### src/rtl/jtag_scan_controller_if.sv
// Request/response channel of the JTAG scan controller: one scan per startValid/startReady
// handshake, answered by a done (scan finished) or error (request rejected) pulse.
interface jtag_scan_controller_if #(
  parameter int MAX_VECTOR_WIDTH = 32,
  parameter int MAX_INSTR_WIDTH  = 5
);
  logic                        startValid;
  logic                        startReady;
  logic [MAX_VECTOR_WIDTH-1:0] testVector;
  logic [5:0]                  vectorWidth;
  logic [2:0]                  instrWidth;
  logic [MAX_INSTR_WIDTH-1:0]  instrOpcode;
  logic [MAX_VECTOR_WIDTH-1:0] capturedData;
  logic                        done;
  logic                        error;

  modport master (output startValid, testVector, vectorWidth, instrWidth, instrOpcode,
                  input  startReady, capturedData, done, error);
  modport slave  (input  startValid, testVector, vectorWidth, instrWidth, instrOpcode,
                  output startReady, capturedData, done, error);
endinterface

### src/rtl/jtag_scan_controller.sv
// JTAG master scan engine: TCK = clk/2, IR scan then DR scan, TDO captured during DR shift.
// Optional JTAG_RESET_ON_START_EN: prefix each legal scan with 5x TMS=1 plus 1x TMS=0.
module jtag_scan_controller #(
  parameter int MAX_VECTOR_WIDTH = 32,
  parameter int MAX_INSTR_WIDTH  = 5
) (
  input  logic                  clk,
  input  logic                  reset,
  jtag_scan_controller_if.slave bus,
  output logic                  tck,
  output logic                  tms,
  output logic                  tdi,
  input  logic                  tdo,
  output logic [3:0]            tapState
);
  localparam int VIDX_W = $clog2(MAX_VECTOR_WIDTH);
  localparam int IIDX_W = $clog2(MAX_INSTR_WIDTH);

  typedef enum logic [3:0] {
    TAP_RESET    = 4'd0,  TAP_IDLE     = 4'd1,  TAP_SEL_DR    = 4'd2,  TAP_SEL_IR    = 4'd3,
    TAP_CAP_IR   = 4'd4,  TAP_SHIFT_IR = 4'd5,  TAP_EXIT1_IR  = 4'd6,  TAP_PAUSE_IR  = 4'd7,
    TAP_EXIT2_IR = 4'd8,  TAP_UPD_IR   = 4'd9,  TAP_CAP_DR    = 4'd10, TAP_SHIFT_DR  = 4'd11,
    TAP_EXIT1_DR = 4'd12, TAP_PAUSE_DR = 4'd13, TAP_EXIT2_DR  = 4'd14, TAP_UPD_DR    = 4'd15
  } tap_state_t;

  typedef enum logic [3:0] {
    S_WAKE, S_BOOT, S_IDLE, S_REJECT, S_RST_PRE, S_IR_PRE,
    S_IR_SHIFT, S_IR_POST, S_DR_PRE, S_DR_SHIFT, S_DR_POST, S_FINISH
  } ctrl_state_t;

`ifdef JTAG_RESET_ON_START_EN
  localparam ctrl_state_t FIRST_STATE = S_RST_PRE;
  localparam logic [5:0]  FIRST_CNT   = 6'd5;
`else
  localparam ctrl_state_t FIRST_STATE = S_IR_PRE;
  localparam logic [5:0]  FIRST_CNT   = 6'd3;
`endif

  function automatic tap_state_t tap_step(tap_state_t s, logic m);
    case (s)
      TAP_RESET:    return m ? TAP_RESET    : TAP_IDLE;
      TAP_IDLE:     return m ? TAP_SEL_DR   : TAP_IDLE;
      TAP_SEL_DR:   return m ? TAP_SEL_IR   : TAP_CAP_DR;
      TAP_SEL_IR:   return m ? TAP_RESET    : TAP_CAP_IR;
      TAP_CAP_IR:   return m ? TAP_EXIT1_IR : TAP_SHIFT_IR;
      TAP_SHIFT_IR: return m ? TAP_EXIT1_IR : TAP_SHIFT_IR;
      TAP_EXIT1_IR: return m ? TAP_UPD_IR   : TAP_PAUSE_IR;
      TAP_PAUSE_IR: return m ? TAP_EXIT2_IR : TAP_PAUSE_IR;
      TAP_EXIT2_IR: return m ? TAP_UPD_IR   : TAP_SHIFT_IR;
      TAP_UPD_IR:   return m ? TAP_SEL_DR   : TAP_IDLE;
      TAP_CAP_DR:   return m ? TAP_EXIT1_DR : TAP_SHIFT_DR;
      TAP_SHIFT_DR: return m ? TAP_EXIT1_DR : TAP_SHIFT_DR;
      TAP_EXIT1_DR: return m ? TAP_UPD_DR   : TAP_PAUSE_DR;
      TAP_PAUSE_DR: return m ? TAP_EXIT2_DR : TAP_PAUSE_DR;
      TAP_EXIT2_DR: return m ? TAP_UPD_DR   : TAP_SHIFT_DR;
      default:      return m ? TAP_SEL_DR   : TAP_IDLE;
    endcase
  endfunction

  // TMS for the TCK slot identified by controller state and down-counter value.
  function automatic logic slot_tms(ctrl_state_t st, logic [5:0] c);
    case (st)
      S_RST_PRE:              return c != 6'd0;
      S_IR_PRE:               return c >= 6'd2;
      S_IR_SHIFT, S_DR_SHIFT: return c == 6'd0;
      S_IR_POST:              return c == 6'd1;
      S_DR_PRE:               return c == 6'd2;
      S_DR_POST:              return 1'b1;
      default:                return 1'b0;
    endcase
  endfunction

  ctrl_state_t                 state_reg, state_next;
  tap_state_t                  tap_reg, tap_next;
  logic [5:0]                  cnt_reg, cnt_next;
  logic                        tck_reg, tck_next, tms_reg, tms_next, tdi_reg, tdi_next;
  logic                        ready_reg, ready_next, done_reg, done_next, error_reg, error_next;
  logic [MAX_VECTOR_WIDTH-1:0] cap_reg, cap_next, vec_reg, vec_next;
  logic [MAX_INSTR_WIDTH-1:0]  op_reg, op_next;
  logic [5:0]                  vw_reg, vw_next;
  logic [2:0]                  iw_reg, iw_next;
  logic [VIDX_W-1:0]           dr_idx, dr_idx_n;
  logic [IIDX_W-1:0]           ir_idx_n;
  logic                        req_legal;

  always_comb begin
    req_legal = (bus.vectorWidth == 6'd8 || bus.vectorWidth == 6'd16 ||
                 bus.vectorWidth == 6'd24 || bus.vectorWidth == 6'd32) &&
                (32'(bus.vectorWidth) <= MAX_VECTOR_WIDTH) &&
                (bus.instrWidth >= 3'd3) && (bus.instrWidth <= 3'd5) &&
                (32'(bus.instrWidth) <= MAX_INSTR_WIDTH);
  end

  always_comb begin
    state_next = state_reg;
    tap_next   = tap_reg;
    cnt_next   = cnt_reg;
    tck_next   = tck_reg;
    tms_next   = tms_reg;
    tdi_next   = tdi_reg;
    ready_next = ready_reg;
    done_next  = 1'b0;
    error_next = 1'b0;
    cap_next   = cap_reg;
    vec_next   = vec_reg;
    op_next    = op_reg;
    vw_next    = vw_reg;
    iw_next    = iw_reg;
    dr_idx     = VIDX_W'(vw_reg - 6'd1 - cnt_reg);
    dr_idx_n   = '0;
    ir_idx_n   = '0;
    case (state_reg)
      S_WAKE: begin
        state_next = S_BOOT;
        tms_next   = 1'b0;
      end
      S_IDLE: begin
        ready_next = 1'b1;
        if (bus.startValid && ready_reg) begin
          ready_next = 1'b0;
          cap_next   = '0;
          vec_next   = bus.testVector;
          op_next    = bus.instrOpcode;
          vw_next    = bus.vectorWidth;
          iw_next    = bus.instrWidth;
          if (req_legal) begin
            state_next = FIRST_STATE;
            cnt_next   = FIRST_CNT;
            tms_next   = slot_tms(FIRST_STATE, FIRST_CNT);
          end else begin
            state_next = S_REJECT;
          end
        end
      end
      S_REJECT: begin
        error_next = 1'b1;
        state_next = S_IDLE;
      end
      default: begin
        if (!tck_reg) begin
          tck_next = 1'b1;
          tap_next = tap_step(tap_reg, tms_reg);
        end else begin
          // End of the high phase: sample TDO, then set up TMS/TDI of the next slot.
          tck_next = 1'b0;
          if (state_reg == S_DR_SHIFT) cap_next[dr_idx] = tdo;
          if (cnt_reg != 6'd0) begin
            cnt_next = cnt_reg - 6'd1;
          end else begin
            case (state_reg)
              S_RST_PRE:  begin state_next = S_IR_PRE;   cnt_next = 6'd3; end
              S_IR_PRE:   begin state_next = S_IR_SHIFT; cnt_next = {3'b000, iw_reg} - 6'd1; end
              S_IR_SHIFT: begin state_next = S_IR_POST;  cnt_next = 6'd1; end
              S_IR_POST:  begin state_next = S_DR_PRE;   cnt_next = 6'd2; end
              S_DR_PRE:   begin state_next = S_DR_SHIFT; cnt_next = vw_reg - 6'd1; end
              S_DR_SHIFT: begin state_next = S_DR_POST;  cnt_next = 6'd0; end
              S_DR_POST:  begin state_next = S_FINISH;   cnt_next = 6'd0; end
              S_FINISH: begin
                state_next = S_IDLE;
                done_next  = 1'b1;
                ready_next = 1'b1;
              end
              default: begin
                state_next = S_IDLE;
                ready_next = 1'b1;
              end
            endcase
          end
          ir_idx_n = IIDX_W'({3'b000, iw_reg} - 6'd1 - cnt_next);
          dr_idx_n = VIDX_W'(vw_reg - 6'd1 - cnt_next);
          tms_next = slot_tms(state_next, cnt_next);
          tdi_next = 1'b0;
          if (state_next == S_IR_SHIFT)      tdi_next = op_reg[ir_idx_n];
          else if (state_next == S_DR_SHIFT) tdi_next = vec_reg[dr_idx_n];
        end
      end
    endcase
  end

  always_ff @(posedge clk or negedge reset) begin
    if (!reset) begin
      state_reg <= S_WAKE;
      tap_reg   <= TAP_RESET;
      cnt_reg   <= '0;
      tck_reg   <= 1'b0;
      tms_reg   <= 1'b1;
      tdi_reg   <= 1'b0;
      ready_reg <= 1'b0;
      done_reg  <= 1'b0;
      error_reg <= 1'b0;
      cap_reg   <= '0;
      vec_reg   <= '0;
      op_reg    <= '0;
      vw_reg    <= '0;
      iw_reg    <= '0;
    end else begin
      state_reg <= state_next;
      tap_reg   <= tap_next;
      cnt_reg   <= cnt_next;
      tck_reg   <= tck_next;
      tms_reg   <= tms_next;
      tdi_reg   <= tdi_next;
      ready_reg <= ready_next;
      done_reg  <= done_next;
      error_reg <= error_next;
      cap_reg   <= cap_next;
      vec_reg   <= vec_next;
      op_reg    <= op_next;
      vw_reg    <= vw_next;
      iw_reg    <= iw_next;
    end
  end

  assign tck              = tck_reg;
  assign tms              = tms_reg;
  assign tdi              = tdi_reg;
  assign tapState         = tap_reg;
  assign bus.startReady   = ready_reg;
  assign bus.capturedData = cap_reg;
  assign bus.done         = done_reg;
  assign bus.error        = error_reg;
endmodule

### src/flat_wrapper.sv
// flat-port wrapper written by rule: the top's interface ports become plain ports
module jtag_scan_controller_flat 
#(
  parameter int MAX_VECTOR_WIDTH = 32,
  parameter int MAX_INSTR_WIDTH  = 5
)
  (clk, reset, tck, tms, tdi, tdo, tapState, bus_startValid, bus_testVector, bus_vectorWidth, bus_instrWidth, bus_instrOpcode, bus_startReady, bus_capturedData, bus_done, bus_error);
  jtag_scan_controller_if #(.MAX_VECTOR_WIDTH(MAX_VECTOR_WIDTH), .MAX_INSTR_WIDTH(MAX_INSTR_WIDTH)) bus_i ();
  input  logic clk;
  input  logic reset;
  output logic tck;
  output logic tms;
  output logic tdi;
  input  logic tdo;
  output logic [3:0] tapState;
  input wire logic [$bits(bus_i.startValid)-1:0] bus_startValid;
  input wire logic [$bits(bus_i.testVector)-1:0] bus_testVector;
  input wire logic [$bits(bus_i.vectorWidth)-1:0] bus_vectorWidth;
  input wire logic [$bits(bus_i.instrWidth)-1:0] bus_instrWidth;
  input wire logic [$bits(bus_i.instrOpcode)-1:0] bus_instrOpcode;
  output wire logic [$bits(bus_i.startReady)-1:0] bus_startReady;
  output wire logic [$bits(bus_i.capturedData)-1:0] bus_capturedData;
  output wire logic [$bits(bus_i.done)-1:0] bus_done;
  output wire logic [$bits(bus_i.error)-1:0] bus_error;
  assign bus_i.startValid = bus_startValid;
  assign bus_i.testVector = bus_testVector;
  assign bus_i.vectorWidth = bus_vectorWidth;
  assign bus_i.instrWidth = bus_instrWidth;
  assign bus_i.instrOpcode = bus_instrOpcode;
  assign bus_startReady = bus_i.startReady;
  assign bus_capturedData = bus_i.capturedData;
  assign bus_done = bus_i.done;
  assign bus_error = bus_i.error;
  jtag_scan_controller #(.MAX_VECTOR_WIDTH(MAX_VECTOR_WIDTH), .MAX_INSTR_WIDTH(MAX_INSTR_WIDTH)) u_core (.clk(clk), .reset(reset), .bus(bus_i), .tck(tck), .tms(tms), .tdi(tdi), .tdo(tdo), .tapState(tapState));
endmodule
### config.mk
export PLATFORM = sky130hd
export DESIGN_NAME = jtag_scan_controller_flat
export DESIGN_NICKNAME = d
export VERILOG_FILES = /design/src/rtl/jtag_scan_controller_if.sv /design/src/rtl/jtag_scan_controller.sv /design/src/flat_wrapper.sv
export SDC_FILE = /design/constraint.sdc
export NUM_CORES = 1
export LEC_CHECK = 0
export BUFFER_PORTS_ARGS = -buffer_cell sky130_fd_sc_hd__buf_4
export CAP_MARGIN = 20
export CORE_MARGIN = 1.5
export CORE_UTILIZATION = 55
export CTS_CLUSTER_SIZE = 16
export DETAILED_ROUTE_END_ITERATION = 10
export HOLD_SLACK_MARGIN = 0.05
export PLACE_DENSITY = 0.88
export SLEW_MARGIN = 20
export SYNTH_ARGS = -nofsm -noshare
export SYNTH_HDL_FRONTEND = slang
export SYNTH_SLANG_ARGS = --single-unit
### constraint.sdc
create_clock -name clk -period 10 [get_ports clk]
set_input_delay 0.5 -clock clk [delete_from_list [all_inputs] [get_ports clk]]
set_output_delay 0.5 -clock clk [all_outputs]
set_load 0.01 [all_outputs]
==> results of run 1 <==
how the worst max path moves through the flow:
stage / from / end / slack (ps) / cells after the start
6_report: u_core.cnt_reg[0]$_DFFE_PN0P_ / u_core.tdi$_DFFE_PN0P_ / 5660 / 14
5_1_grt: u_core.cnt_reg[1]$_DFFE_PN0P_ / u_core.tdi$_DFFE_PN0P_ / 5460 / 14
4_1_cts: u_core.cnt_reg[0]$_DFFE_PN0P_ / u_core.tdi$_DFFE_PN0P_ / 5710 / 14
3_5_place_dp: u_core.cnt_reg[0]$_DFFE_PN0P_ / u_core.tdi$_DFFE_PN0P_ / 5850 / 13
3_3_place_gp: u_core.cnt_reg[0]$_DFFE_PN0P_ / u_core.tdi$_DFFE_PN0P_ / 5980 / 14
2_1_floorplan: u_core.cnt_reg[0]$_DFFE_PN0P_ / u_core.tdi$_DFFE_PN0P_ / 6310 / 14
layer usage:
| layer | up-vias | track usage, % | wire length, um |
|---|---|---|---|
| met1 | 2387 | 36.67 | 6153 |
| met2 | 201 | 45.62 | 7345 |
| met3 | 28 | 5.395 | 912 |
| li1 | 2306 | - | - |
| met4 | 0 | 8.977 | 359 |
| met5 | - | 0 | 0 |
layout make-up:
cell class                      instances  share of cell area [%]
Inverter                               17                  0.9418
Multi-Input combinational cell        451                   46.83
Clock inverter                          7                   1.071
Clock buffer                            9                   1.828
Timing Repair Buffer                   96                   10.60
Sequential cell                        98                   36.21
Tap cell                              136                   2.512
worst max-delay path: stages (launching register included):
cell	delay, ps
dfrtp_1	430
inv_1	180
ha_1	230
or4b_4	510
nor2_4	330
nor2_1	100
o21bai_2	250
ha_1	230
fa_1	740
mux4_2	390
nor2b_1	160
a221oi_1	280
a211oi_1	80
o21ai_1	190
o311ai_1	130
cell usage in the layout (no fill, tap or decap), types with 3 or more instances in the layout:
cell      instances
mux2i_1           7
xnor2_1           9
clkbuf_8          9
mux2_2           38
o21a_1            3
fa_1              3
a22o_1            3
nand2_1          96
and3_1            3
a21o_1            5
a31oi_1          13
a21oi_1          43
dfrtp_1          97
mux4_2            9
inv_1            16
o21ai_0          56
nor3_1           16
a211oi_1          4
nor2_4            3
nor2_1           23
and2_1            3
ha_1             12
nand3_1          10
xor2_1            6
nor2b_1           9
or3_1             7
o22ai_1           7
o31a_1            3
nand2b_1          6
o21ai_1           3
buf_4            95
cells in the mapped netlist, drive strengths merged (2+ instances only):
cell type  number
xor2            6
o211a           2
a22oi           3
nor3           17
a311oi          2
or2b            2
nor4b           3
a31oi          14
a22o            4
nand2b          7
a2111oi         2
nor2           26
nand2          96
mux4            9
inv            17
fa              3
xnor3           2
dfrtp          97
buf            14
o22ai           7
nor3b           2
a21oi          43
a211o           2
xnor2           9
and2            5
o21ai          59
nor4            6
mux2i           7
mux2           38
o21a            3
a21o            5
nor2b           9
and3            3
nand3          10
ha             12
o21bai          3
clkbuf         22
o31ai           2
o31a            3
a211oi          6
or3             7
logic make-up (layout without fill, tap and decap cells):
logic type      Yosys count  after routing  share of synthesized area (%)
mux                      54             54                          11.95
simple gates            196            196                          17.14
flops                    98             98                          41.85
compound gates          168            168                          18.01
buf+inv                  53            129                          4.268
xor+xnor                 17             17                          3.030
fa+ha+maj                16             16                          3.756
power groups by stage:
stage	Clock [mW]	Sequential, mW	Combinational [mW]
4_1_cts	0.260	0.396	0.0263
3_5_place_dp	0	0.404	0.0262
5_1_grt	0.277	0.396	0.0288
6_report	0.257	0.396	0.0256
2_1_floorplan	0	0.404	0.00162
3_3_place_gp	0	0.404	0.0254
==> run summary, run 1 <==
total power = 0.6789 mW
CP max FO = 15
cts bufs inserted = 9
async set-reset flop share out of synthesis = 100.0%
Mapped Nets = 667
clk slew on worst S/H paths = 110 ps
Via density = 6.047
vias in the first global route = 4,838
fin crit period = 4343 ps
post-synthesis register bit count = 98
post-synth top area share = 41.40%
number of top-level design ports = 92
yosys warns = 0
Register-to-Register Path Depth = 14
setup repair bufs after CTS = 0
non-filler cells, final = 814
drt wl/cell = 18.15 um
port buffer count = 91
Reg2Reg Setup Slack = 5660 ps
total track usage = 27.64%
switching part of the total power = 25.31%
f_max = 230.2 MHz
Lkg Pwr = 3.273 nW
area leader, netlist = dfrtp_1
synthesized cell area = 5863 um^2
Final ANT Viol Nets = 0
initial DRC count = 360
CTS tree = built
Unique masters post-synth = 76
sequential cell area = 2454 um^2
drt pass-1 iters = 5
Post-synth EDFFs = 0
first-pass GRT wire length = 24,520 um
clk buf depth = 2
clk sink count = 98
Antenna Cells = 0
chip height = 106.3 um
NetSw = 0.1719 mW
clock power share = 37.9%
placer congestion estimate = 0.9519
Comb pwr share = 3.8%
Avg Inst Size Synth = 9.739 um^2
core outline area = 10,320 um^2
Site Rows = 37
largest net degree at the start of global routing = 62
pre-CTS WS = 5849 ps
post-route setup slack = 5657 ps
dpl cell area = 6574 um^2
Worst Hold Slack = 82.31 ps
Routed WL = 14,770 um
Filler cells = 809
skew final = 12.16 ps
via count = 4,922
part of the cycle the worst path needs = 43.43%
post-route cell area = 6775 um^2
Die ar. = 11,290 um^2
P_int = 0.5070 mW
Layout area overhead = 15.56%
sequential power share = 58.3%
cells after synthesis = 602
crit end category = flop
Final setup viols = 0
Setup Crit Path Kind = flop to flop
dominant cells by area after synthesis = dfrtp_1 (41%), mux2_2 (7.3%), nand2_1 (6.1%), o21ai_0 (4.9%), a21oi_1 (3.7%)
max cap viols = 0
Final Hold Viols = 0
Placed Cells = 797
CTS root buffer = clkbuf_8
setup TNS = 0 ps
Max IR drop VDD = 0.06698 mV
antenna violations before repair = 0
H-tree depth = 3
grt ovf = 0
Reg-to-Reg End = u_core.tdi$_DFFE_PN0P_
Slew Viols, Final = 0
worst path required time = 10,240 ps
Starting Density = 56.79%
slew of the pin with the lowest slew margin = 905.8 ps
hold_buf cts = 0
worst r2r src = u_core.cnt_reg[0]$_DFFE_PN0P_
remaining routing DRC violations = 0
dpl hpwl = 10,660 um
multi-input logic area = 3173 um^2
RSZ-0062 raised after global routing = false
status = completed
Pwr per Cell Area = 100.2 nW/um^2
sequential area share after synthesis = 41.85%
layout cell share with drive strength beyond 1 = 27.14%
Final Util = 65.63%
nets = 738
main flop type after synthesis = dfrtp_1
Slew HR = 39.15%
Hold Path Class = primary input to asynchronous set/reset pin
worst skew pair latency = 370 ps
startpoint type of the worst setup path = flop
worst path arrival time = 4590 ps
post-cts resize count = 0
DIE WIDTH = 106.3 um
No activity file was read; power rests on OpenSTA's default activity.
==> inputs of run 2 (changes only) <==
--- a/config.mk
+++ b/config.mk
@@ -8,11 +8,11 @@
 export BUFFER_PORTS_ARGS = -buffer_cell sky130_fd_sc_hd__buf_4
 export CAP_MARGIN = 20
 export CORE_MARGIN = 1.5
-export CORE_UTILIZATION = 55
+export CORE_UTILIZATION = 52
 export CTS_CLUSTER_SIZE = 16
 export DETAILED_ROUTE_END_ITERATION = 10
 export HOLD_SLACK_MARGIN = 0.05
-export PLACE_DENSITY = 0.88
+export PLACE_DENSITY = 0.87
 export SLEW_MARGIN = 20
 export SYNTH_ARGS = -nofsm -noshare
 export SYNTH_HDL_FRONTEND = slang
==> constraint.sdc (replaced) <==
create_clock -name clk -period 3.9 [get_ports clk]
set_input_delay 0.195 -clock clk [delete_from_list [all_inputs] [get_ports clk]]
set_output_delay 0.195 -clock clk [all_outputs]
set_load 0.01 [all_outputs]
==> run summary, run 2 (synthesis results as in run 1) <==
slowest library cell on the worst path = fa_2 (was fa_1)
largest net degree at the start of global routing = 68 (was 62)
via count = 5,110 (was 4,922)
Filler cells = 868 (was 809)
Pwr per Cell Area = 270.7 nW/um^2 (was 100.2 nW/um^2)
CTS tree = built (unchanged)
post-route cell area = 7048 um^2 (was 6775 um^2)
clk sink count = 98 (unchanged)
Routed WL = 15,680 um (was 14,770 um)
Final setup viols = 0 (unchanged)
Antenna Cells = 0 (unchanged)
Hold Path Class = primary input to flop (was primary input to asynchronous set/reset pin)
chip height = 109.2 um (was 106.3 um)
f_max = 268.7 MHz (was 230.2 MHz)
Final Hold Viols = 0 (unchanged)
Via density = 6.083 (was 6.047)
multi-input logic area = 3176 um^2 (was 3173 um^2)
remaining routing DRC violations = 0 (unchanged)
Placed Cells = 821 (was 797)
crit end category = flop (unchanged)
DIE WIDTH = 109.2 um (was 106.3 um)
skew final = 10.60 ps (was 12.16 ps)
part of the cycle the worst path needs = 95.44% (was 43.43%)
CP delay by family, top = adder cells (unchanged)
sequential cell area = 2454 um^2 (unchanged)
Final ANT Viol Nets = 0 (unchanged)
slew of the pin with the lowest slew margin = 1010 ps (was 905.8 ps)
core outline area = 10,940 um^2 (was 10,320 um^2)
Starting Density = 53.62% (was 56.79%)
setup repair bufs after CTS = 0 (unchanged)
fin crit period = 3722 ps (was 4343 ps)
startpoint type of the worst setup path = flop (unchanged)
Slew Viols, Final = 0 (unchanged)
commonest cells after routing, fill and taps aside = buf_4 (115), dfrtp_1 (97), nand2_1 (96), o21ai_0 (56), a21oi_1 (43) (was dfrtp_1 (97), nand2_1 (96), buf_4 (95), o21ai_0 (56), a21oi_1 (43))
non-filler cells, final = 840 (was 814)
commonest non-fill, non-tap cell in the layout = buf_4 (was dfrtp_1)
Die ar. = 11,920 um^2 (was 11,290 um^2)
min-delay src = bus_instrWidth[0]
antenna violations before repair = 0 (unchanged)
Reg-to-Reg End = u_core.tdi$_DFFE_PN0P_ (unchanged)
grt ovf = 0 (unchanged)
Slew HR = 32.49% (was 39.15%)
placer congestion estimate = 0.9452 (was 0.9519)
total track usage = 27.67% (was 27.64%)
Max IR drop VDD = 0.2811 mV (was 0.06698 mV)
worst r2r src = u_core.cnt_reg[0]$_DFFE_PN0P_ (unchanged)
worst path arrival time = 3940 ps (was 4590 ps)
vias in the first global route = 5,010 (was 4,838)
layout cell share with drive strength beyond 1 = 28.57% (was 27.14%)
clk slew on worst S/H paths = 60 ps (was 110 ps)
Register-to-Register Path Depth = 13 (was 14)
Max stage delay on crit path = 670 ps (was 740 ps)
drt pass-1 iters = 8 (was 5)
cts bufs inserted = 9 (unchanged)
drt wl/cell = 18.67 um (was 18.15 um)
max cap viols = 0 (unchanged)
Site Rows = 38 (was 37)
H-tree depth = 3 (unchanged)
status = completed (unchanged)
nets = 763 (was 738)
Reg2Reg Setup Slack = 180 ps (was 5660 ps)
dpl cell area = 6729 um^2 (was 6574 um^2)
initial DRC count = 488 (was 360)
Lkg Pwr = 3.425 nW (was 3.273 nW)
first-pass GRT wire length = 25,210 um (was 24,520 um)
CTS root buffer = clkbuf_16 (was clkbuf_8)
number of top-level design ports = 92 (unchanged)
worst skew pair latency = 360 ps (was 370 ps)
Setup Crit Path Kind = flop to flop (unchanged)
port buffer count = 91 (unchanged)
worst path required time = 4120 ps (was 10,240 ps)
clk buf depth = 2 (unchanged)
CP max FO = 8 (was 15)
most frequent CP cell = ha_1 (unchanged)
Worst Hold End = u_core.iw_reg[0]$_DFFE_PN0P_
dpl hpwl = 11,380 um (was 10,660 um)
Hold Crit Depth = 3
Cell Chain, Critical Path = inv_1 > ha_1 > or4b_4 > nor2_4 > nor2_1 > o21bai_2 > ha_1 > fa_2 > mux4_2 > mux2_2 > o211a_1 > o21ai_1 > o311ai_1 (was inv_1 > ha_1 > or4b_4 > nor2_4 > nor2_1 > o21bai_2 > ha_1 > fa_1 > mux4_2 > nor2b_1 > a221oi_1 > a211oi_1 > o21ai_1 > o311ai_1)
setup TNS = 0 ps (unchanged)
RSZ-0062 raised after global routing = false (unchanged)
worst path bufs/invs = 1 (unchanged)
Layout area overhead = 20.21% (was 15.56%)
[run 2: cell types whose count changed in the layout (fill, tap and decap cells not counted), moves of 2 or more]
| cell | before | now |
|---|---|---|
| inv_8 | 2 | 0 |
| clkbuf_8 | 9 | 1 |
| clkinv_4 | 2 | 0 |
| clkbuf_16 | 0 | 9 |
| buf_4 | 95 | 115 |
| dlygate4sd3_1 | 0 | 6 |
[run 2: what timing repair did]
action	4_1_cts	5_1_grt
setup endpoints to repair	0	1
endpoints found under the hold margin	70	0
resized for setup	0	1
hold buffers	6	0
[run 2: worst max-delay path by stage]
| stage | start | endpoint | slack, ps | depth (start not counted) |
|---|---|---|---|---|
| final | u_core.cnt_reg[0]$_DFFE_PN0P_ | u_core.tdi$_DFFE_PN0P_ | 180 | 13 |
| after detailed placement | u_core.cnt_reg[0]$_DFFE_PN0P_ | u_core.tdi$_DFFE_PN0P_ | 130 | 13 |
| after global placement | u_core.cnt_reg[0]$_DFFE_PN0P_ | u_core.tdi$_DFFE_PN0P_ | 250 | 13 |
| after floorplan | u_core.cnt_reg[0]$_DFFE_PN0P_ | u_core.tdi$_DFFE_PN0P_ | 210 | 14 |
| after CTS | u_core.cnt_reg[0]$_DFFE_PN0P_ | u_core.tdi$_DFFE_PN0P_ | 90 | 13 |
| after global routing | u_core.cnt_reg[0]$_DFFE_PN0P_ | u_core.tdi$_DFFE_PN0P_ | 8 | 12 |
[run 2: worst reg2reg max path, cell delays in order (launching register included)]
cell and delay (ps):
dfrtp_1 410, inv_1 90, ha_1 210, or4b_4 510, nor2_4 150, nor2_1 80
o21bai_2 200, ha_1 210, fa_2 670, mux4_2 340, mux2_2 270, o211a_1 210
o21ai_1 130, o311ai_1 110
[run 2: cell type report]
type,count,area share (%)
multi-input cells,451,45.06
well taps,140,2.485
clock buffers,11,3.444
repair buffers,121,13.10
flip-flops and latches,98,34.81
inverters,17,0.9054
clock inverters,2,0.1953
[run 2: power by group]
group | internal [mW] | switching, mW | total (mW)
clock network | 0.441 | 0.379 | 0.820
logic | 0.0375 | 0.0343 | 0.0719
registers | 1.02 | 0 | 1.02
[run 2: metal layers]
layer	share of wire, %	global-route usage, %
met3	6.4	4.901
met4	3.3	12.52
met2	50	45.94
met1	41	35.29
met5	0	0
[run 2: through the flow]
stage	total power, mW	setup slack (ps)	hold slack [ps]	util (%)
2_1_floorplan	1.040	210.6	-100.6	-
5_1_grt	1.962	8.077	68.61	64.45
3_5_place_dp	1.104	133.8	360.7	61.53
3_3_place_gp	1.101	253.6	345.1	61.53
4_1_cts	1.916	91.03	64.86	64.43
6_report	1.908	177.7	69.79	64.45
